<file path="config.mk">
export PLATFORM = sky130hd
export DESIGN_NAME = spi_dac_rx
export DESIGN_NICKNAME = d
export VERILOG_FILES = /design/src/rtl/spi_dac_rx.sv
export SDC_FILE = /design/constraint.sdc
export NUM_CORES = 1
export LEC_CHECK = 0
export CORE_ASPECT_RATIO = 0.75
export CORE_UTILIZATION = 53
export CTS_CLUSTER_SIZE = 8
export DETAILED_ROUTE_END_ITERATION = 10
export PLACE_DENSITY_LB_ADDON = 0.15
export RECOVER_POWER = 25
export SLEW_MARGIN = 20
export SYNTH_ARGS = -nofsm -noshare
export SYNTH_HDL_FRONTEND = slang
export SYNTH_SLANG_ARGS = --single-unit
export TNS_END_PERCENT = 100
</file>
<file path="constraint.sdc">
create_clock -name ICLK -period 1.8 [get_ports ICLK]
set_input_delay 0.36 -clock ICLK [delete_from_list [all_inputs] [get_ports ICLK]]
set_output_delay 0.36 -clock ICLK [all_outputs]
set_load 0.05 [all_outputs]
</file>
<file path="src/rtl/spi_dac_rx.sv">
`default_nettype none
// +----------------------------------------------------------------------------+
// | Module  : spi_dac_rx                                                       |
// | Brief   : Far-end receiver for the DAC serial link; deserializes nCS/SDI   |
// |           frames and splits them into command, data byte and zero pad.     |
// | Revision: 1.0                                                              |
// +----------------------------------------------------------------------------+
module spi_dac_rx #(
  parameter int CMD_W = 4,
  parameter int DW    = 8,
  parameter int PAD_W = 4
) (
  input  logic             ICLK,
  input  logic             nRST,
  input  logic             nCS,
  input  logic             SDI,
  output logic [DW-1:0]    DOUT,
  output logic [CMD_W-1:0] CFG,
  output logic             VALID,
  output logic             ERR,
  output logic             BUSY,
  output logic [7:0]       FCNT
);

  localparam int FL    = CMD_W + DW + PAD_W;
  localparam int CNT_W = $clog2(FL + 2);
  localparam logic [CNT_W-1:0] C_FL  = CNT_W'(FL);
  localparam logic [CNT_W-1:0] C_SAT = CNT_W'(FL + 1);
  localparam logic [CNT_W-1:0] C_ONE = CNT_W'(1);

  typedef enum logic [0:0] {
    ST_DISARMED = 1'b0,
    ST_ARMED    = 1'b1
  } state_t;

  state_t           state;
  state_t           state_next;
  logic [FL-1:0]    sreg;
  logic [CNT_W-1:0] bitcnt;
  logic             ncs_d;
  logic             shift_en;
  logic             eof;
  logic             pad_ok;
  logic             good;

  // A frame already running when reset lifts must not be decoded, so the
  // receiver stays disarmed until it has seen the link idle at least once.
  always_ff @(posedge ICLK or negedge nRST) begin
    if (!nRST) begin
      state <= ST_DISARMED;
    end else begin
      state <= state_next;
    end
  end

  always_comb begin
    state_next = state;
    shift_en   = 1'b0;
    eof        = 1'b0;
    case (state)
      ST_DISARMED: begin
        if (nCS) begin
          state_next = ST_ARMED;
        end
      end
      ST_ARMED: begin
        shift_en = ~nCS;
        eof      = nCS & ~ncs_d;
      end
      default: begin
        state_next = ST_DISARMED;
      end
    endcase
  end

  generate
    if (PAD_W > 0) begin : g_pad_check
      assign pad_ok = (sreg[PAD_W-1:0] == '0);
    end else begin : g_no_pad
      assign pad_ok = 1'b1;
    end
  endgenerate

  assign good = (bitcnt == C_FL) && pad_ok;
  assign BUSY = (state == ST_ARMED) & ~nCS;

  // The bit counter saturates one past the frame length so that any overlong
  // frame, however long, can never alias back onto an exact-length count.
  always_ff @(posedge ICLK or negedge nRST) begin
    if (!nRST) begin
      sreg   <= '0;
      bitcnt <= '0;
      ncs_d  <= 1'b1;
      DOUT   <= '0;
      CFG    <= '0;
      FCNT   <= 8'd0;
      VALID  <= 1'b0;
      ERR    <= 1'b0;
    end else begin
      ncs_d <= nCS;
      VALID <= 1'b0;
      ERR   <= 1'b0;
      if (shift_en) begin
        sreg <= {sreg[FL-2:0], SDI};
        if (bitcnt != C_SAT) begin
          bitcnt <= bitcnt + C_ONE;
        end
      end else if (eof) begin
        bitcnt <= '0;
        if (good) begin
          DOUT  <= sreg[FL-CMD_W-1:PAD_W];
          CFG   <= sreg[FL-1:FL-CMD_W];
          FCNT  <= FCNT + 8'd1;
          VALID <= 1'b1;
        end else begin
          ERR <= 1'b1;
        end
      end
    end
  end

endmodule
`default_nettype wire

</file>
==> results.toml, run 1 <==
[synthesis]
synth-seq-area-share_pct = 60.1
yosys_warnings = 0
ys_seq_elements = 45
synth.cell_area_um2 = 1880
postSynthNetCount = 194
syn_avg_cell_area_um2 = 10.1
ys_types = 32
synthCells = 186

[route]
num_vias = 1352
initialDrtViolationCount = 117
drc_errors = 6
postRouteAntennaNets = 0
dr.pass1.iters = 7
routed_via_density = 5.14
routed_wirelength_mm = 3.47
avgRoutedWirePerCell_um = 13.2

[critical_path]
end_kind = "primary output"
path_buf_inv = 3
required_ps = 1440
crit_arrival_ps = 1390
crit_fanout = 5
cp_top_family = "buffers and inverters"
cpPeakStageDelay_ps = 490
worstPathCellList = "clkdlybuf4s50_1 -> nand2b_2 -> clkinv_2 -> buf_4"
cp-start-kind = "input port"
slowest_stage = "clkdlybuf4s50_1"
path_class = "in -> out"

[finish]
drive_gt1_share_pct = 23.3
antenna_cells = 0
design_area_um2 = 2270
final_cells = 263
post-route-util_pct = 68.1
fill_cells = 274
nets = 231
area_growth_pct = 20.9

[power]
leakage_nw = 1.24
powerDensity_nw_per_um2 = 910
power_switching_mw = 0.554
p_clk_share_pct = 29.3
pwr-share-seq_pct = 57.8
finalPower_mw = 2.06
comb_power_share_pct = 12.8
switching_share_pct = 26.8
internal_power_mw = 1.51
ir_drop_v = 0.000619

[status]
outcome = "finished with violations"
violations = "design-rule violations"

[place]
gp_congestion = 0.782
place_inst = 256
dp_hpwl_mm = 2.44
dp_slack_ps = -158
io_buffers = 26
place_area_um2 = 2180

[timing]
fin_skew_ps = 3.81
slew_headroom_pct = 28.2
hold_ws_ps = 351
rsz0062_at_grt = "no"
final-hold-violation-count = 0
worstMarginPinSlew_ps = 1080
min_period_ps = 1750
setup-tns-final_ps = 0
min_period_over_period_pct = 97.3
max_freq_mhz = 571
setup_violations = 0
drv_slew = 0
fin_ws_ps = 48.2

[clocking]
insertion_delay_ps = 290
clk_path_buf_depth = 2
cts_tree = "built"
htree_num_levels = 2
cts_root_buffer = "clkbuf_8"
cts.clk_slew.worst_paths_ps = 70
cts_sinks = 45
numCtsBuffers = 5

[global_route]
grt_pass1_vias = 1285
grt_use_total_pct = 21.1
grt_pass1_wl_mm = 5.82
grt_max_degree = 46
antenna_found_initial = 0
grt_overflow_total = 0

[min_path]
worstHoldPathType = "in -> async"

[die]
ios = 27
core-area_um2 = 3330
fp.dieH_um = 53.5
fp-row-count = 18
dieWidth_um = 70.7
die-area_um2 = 3790
initial_core_util_pct = 56.3

[job]
maxCapViolCount = 0
-- registers in the layout (all words and copies together) (netlist names) --
signal	cells
CFG	4
DOUT	8
ERR	1
FCNT	8
VALID	1
bitcnt	5
ncs_d	1
sreg	16
state	1
-- cells by family after synthesis --
group | synth area share (%)
AO/OA/AOI/OAI | 2.47
XOR/XNOR | 3.73
adder cells (fa/ha/maj) | 2.67
buffers and inverters | 2.13
flip-flops | 60.1
multiplexers | 1.73
AND/OR/NAND/NOR | 27.2
-- repair_timing --
| item | 4_1_cts | 5_1_grt |
|---|---|---|
| hold endpoints to repair | 0 | 0 |
| endpoints found under the setup margin | 1 | 0 |
| gates resized for setup | 2 | 0 |
| hold buffers | 0 | 0 |
| buffers inserted | 0 | 0 |
-- placed cells by master, fill, tap and decap left out, types with 2 or more instances in the layout --
master and n:
mux2_2 2, nor3_2 2, inv_1 2, xor2_1 3
nand3_1 4, nor2_1 2, nand4_1 3, nand2_1 91
clkbuf_8 6, and2_1 2, ha_1 4, clkdlybuf4s50_1 2
and3_1 2, clkinv_2 2, dfrtp_1 44, buf_4 30
xnor2_1 5
-- final timing paths --
| check | from | end | slack (ps) | cells past startpoint |
|---|---|---|---|---|
| worst min-delay path | nRST | FCNT[6] | 350 | 2 |
| max in group asynchronous | nRST | FCNT[3] | 800 | 2 |
| worst max register to register | bitcnt[1] | FCNT[4] | 270 | 7 |
| min in group ICLK | FCNT[7] | FCNT[7] | 480 | 1 |
| worst min register to register | FCNT[7] | FCNT[7] | 480 | 1 |
| worst max-delay path | nCS | BUSY | 50 | 4 |
-- Yosys cell counts --
cell type | n | area, um2
nor3b_1 | 1 | 7.51
nand3_1 | 4 | 20.0
nor2_1 | 2 | 7.51
or2_2 | 1 | 6.26
xor2_1 | 3 | 26.3
buf_2 | 1 | 5.00
nand4_1 | 3 | 18.8
nor4_4 | 1 | 21.3
o31ai_1 | 1 | 7.51
inv_1 | 2 | 7.51
nand2b_1 | 1 | 6.26
mux2_2 | 2 | 22.5
dfstp_2 | 1 | 26.3
and2_1 | 2 | 12.5
and3b_1 | 1 | 8.76
xnor2_1 | 5 | 43.8
buf_4 | 1 | 7.51
clkbuf_1 | 2 | 7.51
a31oi_4 | 1 | 21.3
nand4_4 | 1 | 21.3
and3_1 | 2 | 12.5
mux2i_1 | 1 | 10.0
clkinv_1 | 1 | 3.75
ha_1 | 4 | 50.1
nor3_2 | 2 | 20.0
nor2_2 | 1 | 6.26
buf_1 | 1 | 3.75
nand2_1 | 91 | 342
dfrtp_1 | 44 | 1100
clkinv_2 | 1 | 5.00
a22o_1 | 1 | 8.76
a211o_1 | 1 | 8.76
-- final cells by class --
cell class                      instances  area, um2  share of cell area, %
Multi-Input combinational cell        132        712                   31.4
Clock buffer                            7       86.3                   3.81
Inverter                                4       17.5                  0.772
Sequential cell                        45       1130                   49.7
Timing Repair Buffer                   35        275                   12.1
Tap cell                               40       50.0                   2.21
-- power groups by stage --
| stage | combinational, mW | clock (mW) | sequential (mW) |
|---|---|---|---|
| final | 0.265 | 0.606 | 1.19 |
| after global routing | 0.305 | 0.677 | 1.21 |
| after CTS | 0.269 | 0.628 | 1.19 |
| after detailed placement | 0.268 | 0 | 1.21 |
| after global placement | 0.251 | 0 | 1.21 |
| after floorplan | 0.170 | 0 | 1.21 |
-- routing by layer --
layer	track usage (%)	routed length, um	up-vias	share of wire (%)
met1	26.1	1610	662	46
met2	35.6	1680	28	48
met4	10.0	21	0	0.61
met3	5.62	158	2	4.6
li1	-	-	660	-
met5	0	0	-	0
-- worst reg2reg max path, cell delays in order, from the launching register on --
cell and delay [ps]:
dfrtp_1 400, inv_1 110, ha_1 150, and2_1 180, nand4_4 170, clkinv_2 130
nand4_1 130, xnor2_1 150
(Power assumes the default switching activity.)
==> run 2, diff against run 1 <==
--- a/config.mk
+++ b/config.mk
@@ -5,7 +5,7 @@
 export SDC_FILE = /design/constraint.sdc
 export NUM_CORES = 1
 export LEC_CHECK = 0
-export CORE_ASPECT_RATIO = 0.75
+export CORE_ASPECT_RATIO = 1.1
 export CORE_UTILIZATION = 53
 export CTS_CLUSTER_SIZE = 8
 export DETAILED_ROUTE_END_ITERATION = 10
==> run 2 against run 1 <==
Net effect: the run now ends clean; sequential share of layout area decreased by 0.60 points; sequential power about the same; global-route usage decreased by 0.11 points; clock skew increased by 14 ps; highest routed layer unchanged.
==> results.toml, run 2 (synthesis results as in run 1) <==
[route]
dr.pass1.iters = 4
num_vias = 1330
drc_errors = 0
routed_wirelength_mm = 3.33
postRouteAntennaNets = 0
routed_via_density = 4.87
avgRoutedWirePerCell_um = 12.2
initialDrtViolationCount = 50

[timing]
setup-tns-final_ps = 0
drv_slew = 0
worstMarginPinSlew_ps = 1120
setup_violations = 0
fin_skew_ps = 17.3
min_period_ps = 1710
final-hold-violation-count = 0
rsz0062_at_grt = "no"
fin_ws_ps = 88.9
slew_headroom_pct = 25.2
max_freq_mhz = 584
min_period_over_period_pct = 95.1

[clocking]
cts.clk_slew.worst_paths_ps = 110
insertion_delay_ps = 360
clk_path_buf_depth = 2
numCtsBuffers = 5
postCtsSetupRepairBufs = 0
cts_root_buffer = "clkbuf_4"
cts_sinks = 45
cts_tree = "built"
htree_num_levels = 2

[critical_path]
crit_fanout = 4
cp-start-kind = "input port"
cpPeakStageDelay_ps = 440
slowest_stage = "clkdlybuf4s50_1"
path_class = "in -> out"
worst-r2r-setup-slack_ps = 280
required_ps = 1440
worstPathCellList = "clkdlybuf4s50_1 -> nand2b_2 -> inv_2 -> buf_4"
end_kind = "primary output"
crit_arrival_ps = 1350

[finish]
drive_gt1_share_pct = 22.7
top_register = "sreg"
final_common_cell = "nand2_1"
final_cell_mix = "91 x nand2_1, 44 x dfrtp_1, 29 x buf_4"
fill_cells = 272
antenna_cells = 0
largest_register_ffs = 16
nets = 232
area_growth_pct = 22.3
top_regs = "sreg (16), DOUT (8), FCNT (8)"

[global_route]
grt_use_total_pct = 21.0
grt_max_degree = 27
grt_overflow_total = 0
antenna_found_initial = 0
grt_pass1_wl_mm = 5.89
grt_pass1_vias = 1348

[min_path]
worstHoldPathType = "in -> reg"

[die]
initial_core_util_pct = 55.9
fp-row-count = 22
ios = 27
dieWidth_um = 58.7
die-area_um2 = 3780
fp.dieH_um = 64.4
core-area_um2 = 3360

[power]
leakage_nw = 1.25
powerDensity_nw_per_um2 = 908
ir_drop_v = 0.000644
finalPower_mw = 2.08

[place]
dp_slack_ps = -76.9
gp_congestion = 0.762
io_buffers = 26
dp_hpwl_mm = 2.39

[status]
outcome = "complete, no violations"

[job]
maxCapViolCount = 0
[run 2: worst paths after layout]
kind / startpoint / to / depth (start not counted)
setup reg to reg: bitcnt[1] / FCNT[4] / 7
hold / removal: nCS / ncs_d / 1
min in group asynchronous: nRST / FCNT[5] / 2
setup / recovery: nCS / BUSY / 4
hold reg to reg: FCNT[7] / FCNT[7] / 1
max in group asynchronous: nRST / DOUT[1] / 3
[run 2: area by class of cell]
type                       instances  area, um2  share of cell area [%]
sequential                        45       1130                    49.1
multi-input combinational        132        712                    31.0
clock buffer                       6       41.3                    1.80
tap                               48       60.1                    2.62
clock inverter                     2       38.8                    1.69
timing repair buffer              36        300                    13.1
inverter                           4       16.3                   0.708
[run 2: what timing repair did]
item	in CTS	in global routing
hold endpoints to repair	18	0
hold buffers	1	0
cloned	0	0
endpoints found under the setup margin	2	1
gates resized for setup	2	1
[run 2: metrics by stage]
step | instances | utilization [%] | area [um2] | hold WS, ps
after floorplan | 186 | - | 1880 | 64.4
after global placement | 264 | 65.7 | 2210 | 338
after detailed placement | 264 | 65.7 | 2210 | 339
after CTS | 273 | 68.4 | 2300 | 440
after global routing | 273 | 68.4 | 2300 | 458
final | 273 | 68.4 | 2300 | 457
[run 2: routing by layer]
metal / track usage, % / up-vias / share of wire (%)
met4: 8.04 / 0 / 1.4
li1: - / 667 / -
met1: 24.2 / 632 / 44
met5: 0 / - / 0
met3: 6.19 / 6 / 3.8
met2: 36.2 / 25 / 51
[run 2: critical path: cells and delay by family]
family / cells / cell delay (ps)
buf+inv: 3 / 750
simple gates: 1 / 240
[run 2: power breakdown]
group	internal (mW)	switching, mW	total (mW)
sequential	1.10	0.0921	1.19
combinational	0.107	0.163	0.270
clock	0.296	0.325	0.621
total	1.51	0.580	2.08
==> RTL edit: new RTL, config.mk and constraints of run 1 <==
Set the parameter `CMD_W` to 16 (it was 4).
--- a/src/rtl/spi_dac_rx.sv
+++ b/src/rtl/spi_dac_rx.sv
@@ -6,7 +6,7 @@
 // | Revision: 1.0                                                              |
 // +----------------------------------------------------------------------------+
 module spi_dac_rx #(
-  parameter int CMD_W = 4,
+  parameter int CMD_W = 16,
   parameter int DW    = 8,
   parameter int PAD_W = 4
 ) (
Interface: changed (resized CFG); port bits go from 27 to 39. The function was not compared with the original's and may differ.
==> RTL edit against run 1 <==
- the run ends with setup timing left
- area after synthesis up 47%
- die area up 46%
- global-route usage up 2.1 points
- routed wire length up 60%
- register-to-register slack worse by 0.39 ns
- count of clock-buffer cells in the layout up 5
- non-clock buffer count up 30
- final cell count up 62%
- synthesized cell count up 60%
- power up 67%
- setup slack worse by 0.17 ns
- sequential cell count up 24
- cell area up 58%
- critical path type is now reg -> reg
- largest cell class unchanged
==> RTL edit: results (changes against run 1) <==
----------------------------------------------------
[Timing]
  Worst rel slew slack ... 2.75% (was 28.2%)
  Worst Skew ... 0.00867 ns (was 0.00381 ns)
  Fin worst setup slack ... -0.120 ns (was 0.0482 ns)
  Setup tns final ... -3.10 ns (was 0 ns)
  # setup viols final ... 31 (was 0)

[Placement]
  Cell count after placement ... 408 (was 256)
  DP Worst Slack ... -0.377 ns (was -0.158 ns)
  Placer congestion estimate ... 0.770 (was 0.782)
  Count of port buffers added during placement ... 38 (was 26)
  Placed wire-length estimate ... 3670 µm (was 2440 µm)
  Area after DPL ... 0.00329 mm² (was 0.00218 mm²)

[Synthesis]
  Seq/Total Area, Yosys ... 62.5% (was 60.1%)
  Synth area leaders ... sky130_fd_sc_hd__dfrtp_1, sky130_fd_sc_hd__nand2_1, sky130_fd_sc_hd__ha_1 (unchanged)
  Instance count of the mapped netlist ... 298 (was 186)
  Number of library cell types mapped by synthesis ... 29 (was 32)
  Nets in the synthesized netlist ... 306 (was 194)

[Setup path]
  Maximum net fanout on the critical path ... 9 (was 5)
  Slowest stage cell, crit path ... sky130_fd_sc_hd__or4_4 (was sky130_fd_sc_hd__clkdlybuf4s50_1)
  Arrival time worst endpoint ... 2.19 ns (was 1.39 ns)
  Slowest stage delay, CP ... 0.45 ns (was 0.49 ns)
  Startpoint type of the worst setup path ... register (was input pin)

[Outcome]
  Outcome ... finished with violations (unchanged)
  Violations in the final reports ... setup timing (was DRC)

[Drt]
  Routed length on met3 ... 263 µm (was 158 µm)
  Total iterations of the first detailed-routing run ... 4 (was 7)
  Iter 0 DRT Violations ... 132 (was 117)
  Via/cell ratio ... 4.92 (was 5.14)
  Routed len/inst ... 13.0 µm (was 13.2 µm)
  Routed wire length ... 5550 µm (was 3470 µm)

[GRT]
  GR met3 Demand/Resource ... 7.64% (was 5.62%)
  Vias in the first global route ... 2074 (was 1285)

[Clock tree]
  Number of clock buffers inserted by TritonCTS ... 9 (was 5)
  Worst-Skew Late Latency ... 0.34 ns (was 0.29 ns)

[Finish]
  Top flop regs ... sreg x28, CFG x16 (was sreg x16, DOUT x8, FCNT x8)

----------------------------------------------------
==> RTL edit: changes by cell type after synthesis, moves of 3 or more <==
cell and delta:
sky130_fd_sc_hd__nand4_1 -3, sky130_fd_sc_hd__o21ai_0 +4, sky130_fd_sc_hd__nand2_1 +80, sky130_fd_sc_hd__inv_1 +4, sky130_fd_sc_hd__clkbuf_1 +3, sky130_fd_sc_hd__dfrtp_1 +24
sky130_fd_sc_hd__nor3_1 +3
==> RTL edit: worst max path at each step <==
stage              end  slack, ns  cells after the start
2_1_floorplan  CFG[10]      -0.19                      8
3_3_place_gp   FCNT[6]      -0.28                      6
3_5_place_dp   FCNT[6]      -0.38                      6
4_1_cts        FCNT[6]      -0.13                      7
5_1_grt        FCNT[2]      -0.20                      8
6_report       DOUT[4]      -0.12                      9
==> RTL edit: layout make-up <==
cell class | instances | area [µm²]
Fill cell | 394 | 1370
Multi-Input combinational cell | 211 | 980
Sequential cell | 69 | 1730
Clock inverter | 4 | 72.6
Tap cell | 60 | 75.1
Timing Repair Buffer | 65 | 576
Clock buffer | 12 | 135
Inverter | 6 | 22.5
==> RTL edit: kinds of logic after synthesis <==
group	synth area share (%)
buf+inv	3.26
flops	62.5
fa+ha+maj	1.81
xor+xnor	2.22
mux	0.362
compound gates	1.67
simple gates	28.2
==> RTL edit: where the power goes <==
| group | internal [mW] | switching, mW | leakage (nW) |
|---|---|---|---|
| logic | 0.154 | 0.194 | 0.982 |
| registers | 1.68 | 0.0958 | 0.935 |
| clock network | 0.779 | 0.545 | 0.101 |
==> RTL edit: repair_timing <==
| action | in CTS | in global routing |
|---|---|---|
| setup endpoints to repair | 33 | 33 |
| resized for setup | 17 | 5 |
| buffers inserted | 2 | 0 |
| pin swaps | 7 | 1 |
| cloned | 0 | 1 |
